**src/rtl/grid_pkg.sv**
```systemverilog
// grid_walker shared definitions: cell codes, command codes, FSM states.
// Imported by grid_walker and grid_reveal_scan.
package grid_pkg;

    localparam logic [2:0] CELL_UNKNOWN  = 3'd0;
    localparam logic [2:0] CELL_CURRENT  = 3'd1;
    localparam logic [2:0] CELL_ENTRANCE = 3'd2;
    localparam logic [2:0] CELL_EXIT     = 3'd3;
    localparam logic [2:0] CELL_BLANK    = 3'd4;
    localparam logic [2:0] CELL_WALL     = 3'd5;

    localparam logic [2:0] CMD_NOP   = 3'd0;
    localparam logic [2:0] CMD_RIGHT = 3'd1;
    localparam logic [2:0] CMD_LEFT  = 3'd2;
    localparam logic [2:0] CMD_UP    = 3'd3;
    localparam logic [2:0] CMD_DOWN  = 3'd4;

    typedef enum logic [1:0] {
        ST_CLEAR  = 2'd0,
        ST_IDLE   = 2'd1,
        ST_MOVE   = 2'd2,
        ST_REVEAL = 2'd3
    } state_t;

endpackage

```
**src/rtl/grid_reveal_scan.sv**
```systemverilog
// Fog-reveal window scanner: walks the (2R+1)^2 offsets row-major from
// (-R,-R) around pos, one per cycle while en is high.
// Ports: clk, rst, en (scan running), pos_x/pos_y (window centre),
//        cell_x/cell_y (current cell), hit (in grid and within Manhattan
//        radius), last (final offset of the window).
module grid_reveal_scan
    import grid_pkg::*;
#(
    parameter int MAP_W    = 10,
    parameter int MAP_H    = 10,
    parameter int REVEAL_R = 2,
    parameter int XW       = 4,
    parameter int YW       = 4
) (
    input  logic          clk,
    input  logic          rst,
    input  logic          en,
    input  logic [XW-1:0] pos_x,
    input  logic [YW-1:0] pos_y,
    output logic [XW-1:0] cell_x,
    output logic [YW-1:0] cell_y,
    output logic          hit,
    output logic          last
);

    localparam int SPAN = 2 * REVEAL_R + 1;
    localparam int OW   = $clog2(SPAN + 1);
    localparam logic [OW-1:0] OFF_MAX = OW'(SPAN - 1);

    logic [OW-1:0] col_q;
    logic [OW-1:0] row_q;

    // Counter idles at the window origin so each REVEAL entry starts fresh.
    always_ff @(posedge clk) begin
        if (rst || !en) begin
            col_q <= '0;
            row_q <= '0;
        end else if (col_q == OFF_MAX) begin
            col_q <= '0;
            row_q <= (row_q == OFF_MAX) ? '0 : row_q + OW'(1);
        end else begin
            col_q <= col_q + OW'(1);
        end
    end

    int dx, dy, cx, cy, adx, ady;

    always_comb begin
        dx  = int'(col_q) - REVEAL_R;
        dy  = int'(row_q) - REVEAL_R;
        cx  = int'(pos_x) + dx;
        cy  = int'(pos_y) + dy;
        adx = (dx < 0) ? -dx : dx;
        ady = (dy < 0) ? -dy : dy;
        hit = (cx >= 0) && (cx < MAP_W) &&
              (cy >= 0) && (cy < MAP_H) &&
              (adx + ady <= REVEAL_R);
        cell_x = XW'(cx);
        cell_y = YW'(cy);
        last   = (col_q == OFF_MAX) && (row_q == OFF_MAX);
    end

endmodule

```
**src/rtl/grid_walker.sv**
```systemverilog
// Grid walker: moves a cursor over a MAP_W x MAP_H cell map, refusing
// off-grid and WALL moves, and reveals fog around it after each command.
// Ports: clk, rst (sync, active-high); cmd_valid/cmd/cmd_ready command
//        handshake; wr_en/wr_addr/wr_data map write; rd_addr -> rd_data,
//        rd_vis (1-cycle read); pos_x/pos_y, at_exit, done, blocked.
// Option: GRID_WALKER_STEPCNT_EN adds a saturating 16-bit step_cnt.
module grid_walker
    import grid_pkg::*;
#(
    parameter  int MAP_W    = 10,
    parameter  int MAP_H    = 10,
    parameter  int REVEAL_R = 2,
    parameter  int START_X  = 0,
    parameter  int START_Y  = 5,
    localparam int AW       = $clog2(MAP_W * MAP_H),
    localparam int XW       = $clog2(MAP_W),
    localparam int YW       = $clog2(MAP_H)
) (
    input  logic          clk,
    input  logic          rst,
    input  logic          cmd_valid,
    input  logic [2:0]    cmd,
    output logic          cmd_ready,
    input  logic          wr_en,
    input  logic [AW-1:0] wr_addr,
    input  logic [2:0]    wr_data,
    input  logic [AW-1:0] rd_addr,
    output logic [2:0]    rd_data,
    output logic          rd_vis,
    output logic [XW-1:0] pos_x,
    output logic [YW-1:0] pos_y,
    output logic          at_exit,
    output logic          done,
    output logic          blocked
`ifdef GRID_WALKER_STEPCNT_EN
    ,
    output logic [15:0]   step_cnt
`endif
);

    localparam int CELLS = MAP_W * MAP_H;
    localparam logic [AW:0]   CELLS_W   = (AW+1)'(CELLS);
    localparam logic [AW-1:0] LAST_IDX  = AW'(CELLS - 1);
    localparam logic [AW-1:0] START_IDX = AW'(START_Y * MAP_W + START_X);
    localparam logic [AW-1:0] EXIT_IDX  = AW'(START_Y * MAP_W + MAP_W - 1);
    localparam logic [XW-1:0] X_MAX     = XW'(MAP_W - 1);
    localparam logic [YW-1:0] Y_MAX     = YW'(MAP_H - 1);
    localparam logic [XW-1:0] X_START   = XW'(START_X);
    localparam logic [YW-1:0] Y_START   = YW'(START_Y);

    // Map storage holds each cell XOR its power-up code, so an all-zero
    // array is the default map (BLANK, ENTRANCE at start, EXIT opposite).
    logic [2:0] map_q [CELLS];
    logic       vis_q [CELLS];

    state_t        state;
    logic [AW-1:0] clr_idx;
    logic [2:0]    cmd_q;
    logic          blk_q;
    logic          busy_q;

    function automatic logic [2:0] dflt_code(input logic [AW-1:0] i);
        if (i == START_IDX) return CELL_ENTRANCE;
        if (i == EXIT_IDX)  return CELL_EXIT;
        return CELL_BLANK;
    endfunction

    function automatic logic [2:0] cell_code(input logic [AW-1:0] i);
        return map_q[i] ^ dflt_code(i);
    endfunction

    function automatic logic [AW-1:0] idx_of(input logic [XW-1:0] x,
                                             input logic [YW-1:0] y);
        return AW'(int'(y) * MAP_W + int'(x));
    endfunction

    logic [AW-1:0] pos_idx;
    assign pos_idx = idx_of(pos_x, pos_y);

    // Move target decode.
    logic [XW-1:0] tgt_x;
    logic [YW-1:0] tgt_y;
    logic          off_grid;
    logic          is_move;
    logic          tgt_wall;
    logic          mv_blocked;
    logic          mv_go;

    always_comb begin
        tgt_x    = pos_x;
        tgt_y    = pos_y;
        off_grid = 1'b0;
        is_move  = 1'b1;
        unique case (1'b1)
            (cmd_q == CMD_RIGHT): begin
                if (pos_x == X_MAX) off_grid = 1'b1;
                else                tgt_x = pos_x + XW'(1);
            end
            (cmd_q == CMD_LEFT): begin
                if (pos_x == '0) off_grid = 1'b1;
                else             tgt_x = pos_x - XW'(1);
            end
            (cmd_q == CMD_UP): begin
                if (pos_y == '0) off_grid = 1'b1;
                else             tgt_y = pos_y - YW'(1);
            end
            (cmd_q == CMD_DOWN): begin
                if (pos_y == Y_MAX) off_grid = 1'b1;
                else                tgt_y = pos_y + YW'(1);
            end
            default: is_move = 1'b0;
        endcase
        // Reads the registered map, i.e. before any same-cycle write.
        tgt_wall   = (cell_code(idx_of(tgt_x, tgt_y)) == CELL_WALL);
        mv_blocked = is_move && (off_grid || tgt_wall);
        mv_go      = is_move && !mv_blocked;
    end

    // Reveal window.
    logic [XW-1:0] scan_x;
    logic [YW-1:0] scan_y;
    logic          scan_hit;
    logic          scan_last;
    logic          scan_en;
    logic [AW-1:0] scan_idx;

    assign scan_en  = (state == ST_REVEAL);
    assign scan_idx = idx_of(scan_x, scan_y);

    grid_reveal_scan #(
        .MAP_W    (MAP_W),
        .MAP_H    (MAP_H),
        .REVEAL_R (REVEAL_R),
        .XW       (XW),
        .YW       (YW)
    ) u_scan (
        .clk    (clk),
        .rst    (rst),
        .en     (scan_en),
        .pos_x  (pos_x),
        .pos_y  (pos_y),
        .cell_x (scan_x),
        .cell_y (scan_y),
        .hit    (scan_hit),
        .last   (scan_last)
    );

    // Control FSM.
    always_ff @(posedge clk) begin
        if (rst) begin
            state     <= ST_CLEAR;
            clr_idx   <= '0;
            pos_x     <= X_START;
            pos_y     <= Y_START;
            cmd_q     <= CMD_NOP;
            cmd_ready <= 1'b0;
            done      <= 1'b0;
            blocked   <= 1'b0;
            at_exit   <= 1'b0;
            blk_q     <= 1'b0;
            busy_q    <= 1'b0;
        end else begin
            done    <= 1'b0;
            blocked <= 1'b0;
            at_exit <= (cell_code(pos_idx) == CELL_EXIT);
            unique case (state)
                ST_CLEAR: begin
                    if (clr_idx == LAST_IDX) state <= ST_REVEAL;
                    else                     clr_idx <= clr_idx + AW'(1);
                end
                ST_IDLE: begin
                    if (cmd_valid && cmd_ready) begin
                        cmd_q     <= cmd;
                        cmd_ready <= 1'b0;
                        busy_q    <= 1'b1;
                        blk_q     <= 1'b0;
                        state     <= ST_MOVE;
                    end
                end
                ST_MOVE: begin
                    if (mv_blocked) begin
                        blk_q <= 1'b1;
                    end else if (mv_go) begin
                        pos_x <= tgt_x;
                        pos_y <= tgt_y;
                    end
                    state <= ST_REVEAL;
                end
                ST_REVEAL: begin
                    if (scan_last) begin
                        // The post-CLEAR reveal has no command to complete.
                        done      <= busy_q;
                        blocked   <= busy_q & blk_q;
                        busy_q    <= 1'b0;
                        cmd_ready <= 1'b1;
                        state     <= ST_IDLE;
                    end
                end
                default: state <= ST_CLEAR;
            endcase
        end
    end

    // Map, visibility and display read port (contents never reset).
    always_ff @(posedge clk) begin
        if (wr_en && state != ST_CLEAR && ({1'b0, wr_addr} < CELLS_W))
            map_q[wr_addr] <= wr_data ^ dflt_code(wr_addr);
        if (state == ST_CLEAR)
            vis_q[clr_idx] <= 1'b0;
        else if (state == ST_REVEAL && scan_hit)
            vis_q[scan_idx] <= 1'b1;
        if ({1'b0, rd_addr} < CELLS_W) begin
            rd_data <= cell_code(rd_addr);
            rd_vis  <= vis_q[rd_addr] | (rd_addr == pos_idx);
        end else begin
            rd_data <= CELL_UNKNOWN;
            rd_vis  <= 1'b0;
        end
    end

`ifdef GRID_WALKER_STEPCNT_EN
    logic [15:0] step_q;

    always_ff @(posedge clk) begin
        if (rst)
            step_q <= '0;
        else if (state == ST_MOVE && mv_go && step_q != 16'hFFFF)
            step_q <= step_q + 16'd1;
    end

    assign step_cnt = step_q;
`endif

endmodule

```
**config.mk**
```make
export PLATFORM = sky130hd
export DESIGN_NAME = grid_walker
export DESIGN_NICKNAME = d
export VERILOG_FILES = /design/src/rtl/grid_pkg.sv /design/src/rtl/grid_reveal_scan.sv /design/src/rtl/grid_walker.sv
export SDC_FILE = /design/constraint.sdc
export NUM_CORES = 1
export LEC_CHECK = 0
export CAP_MARGIN = 0
export CORE_MARGIN = 2
export CORE_UTILIZATION = 60
export DETAILED_ROUTE_END_ITERATION = 10
export DONT_BUFFER_PORTS = 1
export PLACE_DENSITY = 0.79
export SLEW_MARGIN = 30
export SYNTH_ARGS = -nofsm -noshare
export SYNTH_HDL_FRONTEND = slang
export SYNTH_SLANG_ARGS = --single-unit
export TNS_END_PERCENT = 30
```
**constraint.sdc**
```tcl
create_clock -name clk -period 11.84 [get_ports clk]
set_input_delay 2.368 -clock clk [delete_from_list [all_inputs] [get_ports clk]]
set_output_delay 2.368 -clock clk [all_outputs]
set_load 0.05 [all_outputs]
```
After elaboration in Yosys (flattened, before gate mapping)
Memory sizes are Yosys's and may differ from the RTL's.
Cells that the tools add are included.

storage, ports and cells
  input port bits = 24
  memories kept = 2
  output and inout bits = 16
  word-level logic and storage cells = 188
  bits in writable memories = 400
  register bits after elaboration = 36

memory list
  name   words  bits a word  rd ports  clocked after Yosys merged registers in  wr ports  RTL line           RTL
  map_q  100    3            3         0                                        1         grid_walker.sv:53  logic [2:0] map_q [CELLS];
  vis_q  100    1            1         0                                        1         grid_walker.sv:54  logic vis_q [CELLS];

cells by class
  $mul = 3
  reductions and logical operators = 31
  order comparisons = 9
  bitwise logic cells = 10
  $add $sub $neg = 17
  equality and inequality tests = 27
  muxes and demuxes = 74

operators with widths
  operator                                                                              count
  5-bit by 32-bit adder with 32-bit output                                              2
  32-bit by 1-bit greater-or-equal comparator with 1-bit output, second input constant  2
  32-bit by 1-bit less-than comparator with 1-bit output, second input constant         2
  32-bit by 5-bit less-than comparator with 1-bit output, second input constant         2
  32-bit 2-to-1 mux                                                                     2
  32-bit negator                                                                        2
  3-bit 2-to-1 mux                                                                      20
  7-bit by 6-bit == test with 1-bit output, second input constant                       8
  1-bit 2-to-1 mux                                                                      37
  32-bit adder                                                                          1
  32-bit by 3-bit less-or-equal comparator with 1-bit output, second input constant     1
  7-bit by 4-bit adder with 7-bit output                                                3
  4-bit by 3-bit multiplier with 6-bit output, second input constant                    3
  4-bit 2-to-1 mux                                                                      4
  4-bit case mux with 2 select lines                                                    2
  7-bit less-than comparator, second input constant                                     2
  3-bit == test, second input constant                                                  4
  3-bit AND reduction                                                                   4
  3-bit XOR                                                                             4
  1-bit logical AND                                                                     11
  3-bit by 2-bit == test with 1-bit output, second input constant                       3
  4-bit by 1-bit adder with 4-bit output, second input constant                         2
  4-bit == test, second input constant                                                  2
  4-bit logical NOT                                                                     2
  27 further kinds                                                                      46

Logic depth before layout (Yosys ltp)
Gate-level depths: netlist of run 1.

  depth in word-level cells = 17
  depth in mapped cells = 22

By module
From an unflattened synthesis of run 1, not the netlist that was laid out.

unflattened totals
  cells, all modules = 1963
  area total of the unflattened synthesis = 26247.7 µm²

modules (own cells, without submodules)
  module            cells each  area each (µm²)  times used
  grid_walker       1638        23881.7          1
  grid_reveal_scan  325         2366.0           1

Worst setup path after synthesis of run 1
No wires, ideal clock.

  kind = register to register
  start = reg pos_y[0]
  end = mem vis_q[0] (data pin)
  data required time = 10.860 ns
  setup time = 0.980 ns
  slack = 2.018 ns
  stages on the path, launching flop included = 17
  path buffers = 0
  arrival time = 8.842 ns
  cells stage by stage = dfxtp_1 > ha_1 > inv_1 > fa_1 > nor2b_1 > maj3_1 > a21oi_1 > ha_1 > inv_1 > or4_1 > nor4_1 > and4_1 > nand4_1 > or4_1 > or4b_2 > or4_1 > o21ai_0

on the way
  longest elaborated chain between the ends = 11
  elaborated cells between the ends (all ways) = 12

ends and longest elaborated chain
  what                                                           RTL line                RTL
  from (decl)                                                    grid_walker.sv:31       output logic [YW-1:0] pos_y,
  from (signal assigned)                                         grid_walker.sv:185      pos_y <= tgt_y;
  5-bit by 32-bit adder with 32-bit output (*)                   grid_reveal_scan.sv:52  cy = int'(pos_y) + dy;
  32-bit by 1-bit greater-or-equal comparator with 1-bit output  grid_reveal_scan.sv:56  (cy >= 0) && (cy < MAP_H) &&
  1-bit logical AND                                              grid_reveal_scan.sv:55  hit = (cx >= 0) && (cx < MAP_W) &&
  1-bit logical AND (*) (2 in series)                            grid_reveal_scan.sv:56
  1-bit logical AND (*)                                          grid_walker.sv:210      else if (state == ST_REVEAL && scan_hit)
  1-bit 2-to-1 mux (*)                                           grid_walker.sv:210
  1-bit 2-to-1 mux (*)                                           grid_walker.sv:208      if (state == ST_CLEAR)
  1-bit 2-to-1 mux (not written as such) (*)                     grid_walker.sv:211      vis_q[scan_idx] <= 1'b1;
  1-bit OR reduction (no line) (*)                               -
  1-bit 2-to-1 mux (no line) (*)                                 -
  to (decl)                                                      grid_walker.sv:54

Every way passes the cells marked *; elsewhere a longest branch is shown, timed or not.

Worst setup path after layout of run 1
  start = reg pos_x[0]
  end = reg pos_x[0]

on the way
  longest elaborated chain between the ends = 16
  elaborated cells between the ends (all ways) = 28

ends and longest elaborated chain
  what                                                                        RTL line                               RTL
  from (decl)                                                                 grid_walker.sv:30                      output logic [XW-1:0] pos_x,
  from (signal assigned)                                                      grid_walker.sv:184                     pos_x <= tgt_x;
  4-bit by 1-bit subtractor with 4-bit output, or another cell as far along   grid_walker.sv:101                     else tgt_x = pos_x - XW'(1);
  4-bit 2-to-1 mux, on equally long branches                                  grid_walker.sv:100, grid_walker.sv:96
  4-bit case mux with 2 select lines (*)                                      grid_walker.sv:94                      unique case (1'b1)
  via tgt_x[1]                                                                grid_walker.sv:81                      logic [XW-1:0] tgt_x;
  7-bit by 4-bit adder with 7-bit output (*)                                  grid_walker.sv:74                      return AW'(int'(y) * MAP_W + int'(x));
  parallel branches: the longest is 5 deep, another holds memory 100 x 3 bit  -
  3-bit XOR (*)                                                               grid_walker.sv:69                      return map_q[i] ^ dflt_code(i);
  3-bit == test (*)                                                           grid_walker.sv:114                     tgt_wall = (cell_code(idx_of(tgt_x, tgt_y)) == CELL_WALL);
  1-bit logical OR (*)                                                        grid_walker.sv:115                     mv_blocked = is_move && (off_grid || tgt_wall);
  1-bit logical AND (*)                                                       grid_walker.sv:115
  1-bit logical NOT                                                           grid_walker.sv:116                     mv_go = is_move && !mv_blocked;
  1-bit logical AND                                                           grid_walker.sv:116
  3-bit AND reduction (no line) (*)                                           -

Mark *: on every way through the listed nets, which the timed path passes. The select of a mux whose other input is x is not followed.
A chain may end at the register's enable or synchronous reset.

==> flow_summary.json, run 1 <==
{
  "drt_iter0_markers": 3092,
  "track_usage_pct": 33.0,
  "grt_first_pass_wirelength_mm": 116,
  "drc": 0,
  "fp-row-count": 77,
  "powerDensity_nw_per_um2": 114,
  "tightest_slew_ns": 1.06,
  "fmax_ghz": 0.138,
  "placed_cell_area_um2": 27500,
  "n_antenna_cell": 0,
  "hold_end": "u_scan.row_q[2]",
  "post-route-period-util_pct": 61.1,
  "htreeDepth": 2,
  "crit_path_max_fanout": 27,
  "start_kind": "flip-flop",
  "crit_buf_inv": 4,
  "period_minus_slack_ns": 7.23,
  "design_area_um2": 29000,
  "grt_max_degree": 104,
  "grt_pass1_vias": 19200,
  "yosysTopAreaCell": "edfxtp_1",
  "cts.clk_slew.worst_paths_ns": 0.06,
  "ys_seq_area_share_pct": 47.1,
  "dr.pass1.iters": 8,
  "hold_slack_ns": 0.519,
  "cts_made_buffers": 45,
  "cts_setup_buffers": 0,
  "root_buffer": "clkbuf_16",
  "syn2layout_area_growth_pct": 7.35,
  "hold_viol": 0,
  "syn_area_um2": 27100,
  "dp_hpwl_mm": 50.3,
  "synthTopCellsByArea": "edfxtp_1 44%, mux4_2 23%, nor2_1 4.7%, ha_1 3.3%, dfxtp_1 2.7%",
  "die_h_um": 216,
  "r2r_start": "pos_x[0]",
  "peakVddDrop_mv": 0.123,
  "required_ns": 12.31,
  "worstSetupPathType": "flip-flop to flip-flop",
  "io_buffer_count": 0,
  "clk_latency_ns": 0.60,
  "async_flop_share_pct": 0,
  "num-fill-cells": 3095,
  "ys.flop_type": "edfxtp_1",
  "min_path_type": "flip-flop to flip-flop",
  "setup_tns_ns": 0,
  "status": "finished, final reports clean",
  "vias_per_cell": 7.40,
  "synth_edf_count": 400,
  "dp_cells": 2520,
  "cts_resized": 0,
  "via_count": 19300,
  "die_x_um": 216,
  "hold_depth": 2,
  "hold_start": "u_scan.row_q[2]",
  "final-instance-count-excl-fill": 2603,
  "setup_violations": 0,
  "maxCapViolations": 0,
  "drive_gt1_share_pct": 20.9,
  "end_kind": "flip-flop",
  "dp_slack_ns": 4.95,
  "reg2reg_slack_ns": 4.61,
  "finalClockSkew_ns": 0.0286,
  "crit_cells": 21,
  "crit_family": "adder cells",
  "slew_headroom_pct": 28.9,
  "yosysTopAreaCellShare_pct": 44.4,
  "numClockSinks": 436,
  "place.gp.congestion": 0.953,
  "detail-route-antenna-nets": 0,
  "ys_types": 88,
  "overflow": 0,
  "fin_ws_ns": 4.61,
  "avgRoutedWirePerCell_um": 29.2,
  "core_um2": 44300,
  "rsz0062_at_grt": "false",
  "rr_worst_depth": 21,
  "yosys_warnings": 0,
  "dieArea_um2": 46800,
  "nNetsFinal": 2079,
  "p_total_mw": 3.32,
  "tritoncts": "done",
  "crit_path_cell_trace": "clkinv_1 > ha_1 > nor3b_2 > nor3_1 > a211oi_1 > a211oi_1 > ha_2 > inv_1 > fa_1 > clkinv_1 > buf_4 > nand3_1 > nor2_1 > mux2i_1 > o221ai_1 > o41ai_1 > nor2_1 > or3_1 > o31ai_2 > o22ai_4 > mux2_4",
  "cpMaxStageDelayCell": "fa_1",
  "antenna_found_initial": 3,
  "clock_path_buffers": 3,
  "final_util_pct": 65.5,
  "r2r_end": "pos_x[0]",
  "start_util_pct": 61.0,
  "wl_mm": 75.9,
  "p_leak_nw": 9.25,
  "crit_arrival_ns": 7.70,
  "slew_violations": 0,
  "max_stage_delay_ns": 0.92,
  "synth_area_per_cell_um2": 13.4,
  "hold_buffers": 0,
  "syn-instance-count": 2026,
  "ios": 40,
  "ys_seq_elements": 436
}
cells in the mapped netlist (6+ instances only):
cell type / number
edfxtp_1: 400
nor2_1: 337
mux4_2: 274
nand2_1: 102
clkbuf_1: 86
a21oi_1: 81
ha_1: 71
mux2i_1: 59
inv_1: 48
o21ai_0: 44
xnor2_1: 42
nor3_1: 41
dfxtp_1: 36
nand3_1: 27
a21o_1: 21
buf_1: 21
nand2b_1: 21
xor2_1: 21
nor2b_1: 19
mux2_2: 17
a211oi_1: 16
a31oi_1: 13
and3_1: 12
and2_1: 10
buf_2: 10
nand4_1: 10
buf_6: 9
fa_1: 9
o22ai_1: 9
a2111oi_0: 8
a22oi_1: 8
mux4_1: 8
o21bai_1: 8
or2_2: 8
or4_1: 8
nor4_1: 6
o31ai_1: 6
or3_1: 6
tightest hold or removal path: stages, from the launching register on:
cell and delay (ns):
dfxtp_1 0.34, o21ai_0 0.08, a21oi_1 0.06
power breakdown:
part	internal [mW]	total [mW]	switching, mW
Combinational	0.0769	0.188	0.111
Clock	0.810	1.42	0.615
Sequential	1.69	1.70	0.0164
Total	2.57	3.32	0.742
layout make-up:
type                    instances  area (um^2)  share of cell area [%]
clock inverters                27          269                   0.926
flip-flops and latches        436        12700                    43.9
inverters                      50          188                   0.646
multi-input cells            1416        13700                    47.2
clock buffers                  56         1200                    4.13
repair buffers                 26          210                   0.724
well taps                     592          741                    2.55
state kept, by name, indices dropped and copies added, names as in the netlist, 2 cells and up:
| register | flops |
|---|---|
| clr_idx | 7 |
| cmd_q | 3 |
| map_q | 300 |
| pos_x | 4 |
| pos_y | 4 |
| rd_data | 3 |
| state | 2 |
| u_scan.col_q | 3 |
| u_scan.row_q | 3 |
| vis_q | 100 |
cells in the final DEF, fill, tap and decap left out, types with 6 or more instances in the layout:
cell type,instances
o21bai_1,8
and3_1,12
fa_1,9
a31oi_1,13
dfxtp_1,34
xnor2_1,39
nor2_1,337
conb_1,9
inv_1,48
buf_4,22
xor2_1,16
nor2b_1,19
and2_1,10
a2111oi_0,8
or3_1,6
nor4_1,6
or2_2,8
mux4_2,274
o21ai_0,43
nor3_1,41
nand2_1,101
o22ai_1,9
mux2_2,17
clkbuf_16,46
clkbuf_1,9
nand2b_1,21
a22oi_1,8
or4_1,8
a21oi_1,78
clkinv_1,14
nand4_1,10
mux4_1,8
mux2i_1,59
nand3_1,27
edfxtp_1,400
a21o_1,21
a211oi_1,16
ha_1,69
per-layer routing:
metal  wire, um  global-route usage (%)  part of all wire [%]
met1      26800                    45.0                    35
met5         20                       0                 0.026
met4       3550                    13.4                   4.7
met3      10900                    10.2                    14
met2      34600                    49.9                    46
how the worst max path moves through the flow:
stage | startpoint | endpoint | slack, ns
final | pos_x[0] | pos_x[0] | 4.61
after floorplan | pos_y[0] | vis_q[0] | 2.02
after global placement | pos_x[0] | pos_x[0] | 5.03
after CTS | pos_x[0] | pos_x[0] | 4.84
after detailed placement | pos_x[0] | pos_x[0] | 4.95
after global routing | pos_x[0] | pos_x[0] | 4.22
logic make-up (layout without fill, tap and decap cells):
kind of cell / Yosys count / count (layout) / synth area share (%)
simple gates: 633 / 633 / 10.6
flops: 436 / 436 / 47.1
fa+ha+maj: 82 / 82 / 4.02
compound gates: 269 / 269 / 6.68
mux: 359 / 359 / 26.5
xor+xnor: 64 / 64 / 2.14
buf+inv: 182 / 159 / 2.96
other cells: 1 / 9 / 0.0139
Note: power is estimated with default switching activity, not from simulation.
==> run 2: changes to the inputs <==
clock period = 7.47 ns   (was 11.84 ns; I/O delays follow)
==> run 2 against run 1 <==
Effect of this change: first-iteration DRC count is 4.4% lower; clock power is 62% higher; via count is 0.95% lower; critical path type unchanged.
==> flow_summary.json, run 2 (synthesized netlist as in run 1, its figures left out) <==
{
  "min_path_type": "flip-flop to flip-flop",
  "drt_iter0_markers": 2955,
  "power.share.sequential_pct": 51.1,
  "p_sw_share_pct": 23.0,
  "tightest_slew_ns": 1.09,
  "reg_top3": "map_q x300, vis_q x100, clr_idx x7",
  "dp_hpwl_mm": 50.9,
  "routed.top_layer": "met4",
  "grt_max_degree": 104,
  "start_util_pct": 61.0,
  "place.gp.congestion": 0.973,
  "setup_tns_ns": 0,
  "cts_made_buffers": 47,
  "clk_latency_ns": 0.62,
  "hold_slack_ns": 0.513,
  "status": "finished, final reports clean",
  "ios": 40,
  "powerDensity_nw_per_um2": 182,
  "worstSetupPathType": "flip-flop to flip-flop",
  "dp_slack_ns": 1.11,
  "crit_arrival_ns": 7.18,
  "maxCapViolations": 0,
  "drt-met1-wl_mm": 27.8,
  "final_common_cell": "edfxtp_1",
  "rsz0062_at_grt": "false",
  "layout_common_cells": "400 x edfxtp_1, 337 x nor2_1, 274 x mux4_2, 100 x nand2_1, 78 x a21oi_1",
  "largest-register": "map_q",
  "required_ns": 7.98,
  "setup_violations": 0,
  "syn2layout_area_growth_pct": 7.56,
  "crit_path_max_fanout": 19,
  "drc": 0,
  "avgRoutedWirePerCell_um": 29.4,
  "grt_first_pass_wirelength_mm": 117,
  "hold_viol": 0,
  "num-fill-cells": 3107,
  "io_buffer_count": 0,
  "start_kind": "flip-flop",
  "drive_gt1_share_pct": 21.3,
  "grt_pass1_vias": 19100,
  "cts_resized": 0,
  "htreeDepth": 2,
  "p_leak_nw": 9.30,
  "clock_path_buffers": 3,
  "cts.clk_slew.worst_paths_ns": 0.06,
  "cts_setup_buffers": 0,
  "peakVddDrop_mv": 0.155,
  "combPwrFrac_pct": 5.5,
  "die_h_um": 216,
  "fin_ws_ns": 0.800,
  "post-route-period-util_pct": 89.3,
  "period_minus_slack_ns": 6.67,
  "slew_violations": 0,
  "fmax_ghz": 0.150,
  "p_int_mw": 4.07,
  "overflow": 0,
  "core_um2": 44300,
  "antenna_found_initial": 0,
  "wl_met3_mm": 10.5,
  "wl_mm": 76.8,
  "root_buffer": "clkbuf_16",
  "wl_met2_mm": 35.4,
  "largest_reg_flops": 300,
  "slew_headroom_pct": 27.1,
  "track_usage_pct": 33.3,
  "dieArea_um2": 46800,
  "numClockSinks": 436,
  "detail-route-antenna-nets": 0,
  "fp-row-count": 77,
  "p_sw_mw": 1.22,
  "hold_buffers": 0,
  "clkPwrFrac_pct": 43.4,
  "dr.pass1.iters": 7,
  "p_total_mw": 5.29,
  "via_count": 19100,
  "end_kind": "flip-flop",
  "finalClockSkew_ns": 0.0409,
  "vias_per_cell": 7.31,
  "die_x_um": 216,
  "nNetsFinal": 2085,
  "tritoncts": "done"
}
[run 2: cell types whose count changed in the layout (fill, tap and decap cells not counted), moves of 2 or more]
cell / previous run / this run
buf_6: 4 / 2
xor2_2: 2 / 0
buf_4: 22 / 27
clkinv_2: 2 / 9
clkinvlp_4: 5 / 3
inv_6: 1 / 3
clkinv_1: 14 / 9
[run 2: final cells by class]
type	count	area, um^2	area share, %
Clock inverter	28	265	0.912
Multi-Input combinational cell	1416	13700	47.1
Tap cell	592	741	2.55
Sequential cell	436	12700	43.8
Antenna cell	1	2.50	0.00860
Inverter	50	188	0.645
Clock buffer	57	1220	4.20
Timing Repair Buffer	30	245	0.843
[run 2: metal layers]
layer,GRT usage (%),vias to the layer above
li1,-,7895
met1,44.9,9508
met2,51.2,1422
met3,11.0,256
met4,11.8,0
met5,0,-
[run 2: worst max-delay path: stages, from the launching register on]
cell and delay (ns):
dfxtp_4 0.68, clkinv_1 0.38, ha_1 0.34, nor3b_2 0.19, nor3_1 0.26, a211oi_1 0.09
a211oi_1 0.34, ha_2 0.27, inv_1 0.05, fa_1 0.54, buf_4 0.24, clkinv_1 0.64
nand3_1 0.48, nor2_1 0.08, mux2i_1 0.14, o221ai_1 0.13, o41ai_1 0.37, nor2_1 0.12
or3_1 0.36, o31ai_2 0.32, o22ai_4 0.20, mux2_4 0.33
[run 2: power groups by stage]
stage          Combinational (mW)  Sequential, mW  Clock, mW
2_1_floorplan               0.231            2.75          0
4_1_cts                     0.281            2.70       2.30
3_3_place_gp                0.272            2.75          0
3_5_place_dp                0.278            2.75          0
6_report                    0.293            2.70       2.30
5_1_grt                     0.312            2.70       2.39
[run 2: path summary, 6_finish.rpt]
path / from / endpoint / slack (ns) / depth (start not counted)
setup / recovery: pos_x[0] / pos_x[0] / 0.80 / 21
hold / removal: u_scan.col_q[0] / u_scan.col_q[0] / 0.51 / 1
setup reg to reg: pos_x[0] / pos_x[0] / 0.80 / 21
hold reg to reg: u_scan.col_q[0] / u_scan.col_q[0] / 0.51 / 1
[run 2: per-stage QoR]
stage,util [%],instance area [um^2],std cells
finish,65.7,29100,2610
global route,65.7,29100,2609
CTS,65.6,29100,2609
detailed placement,62.2,27600,2524
global placement,62.2,27600,2524
floorplan,-,27100,2034
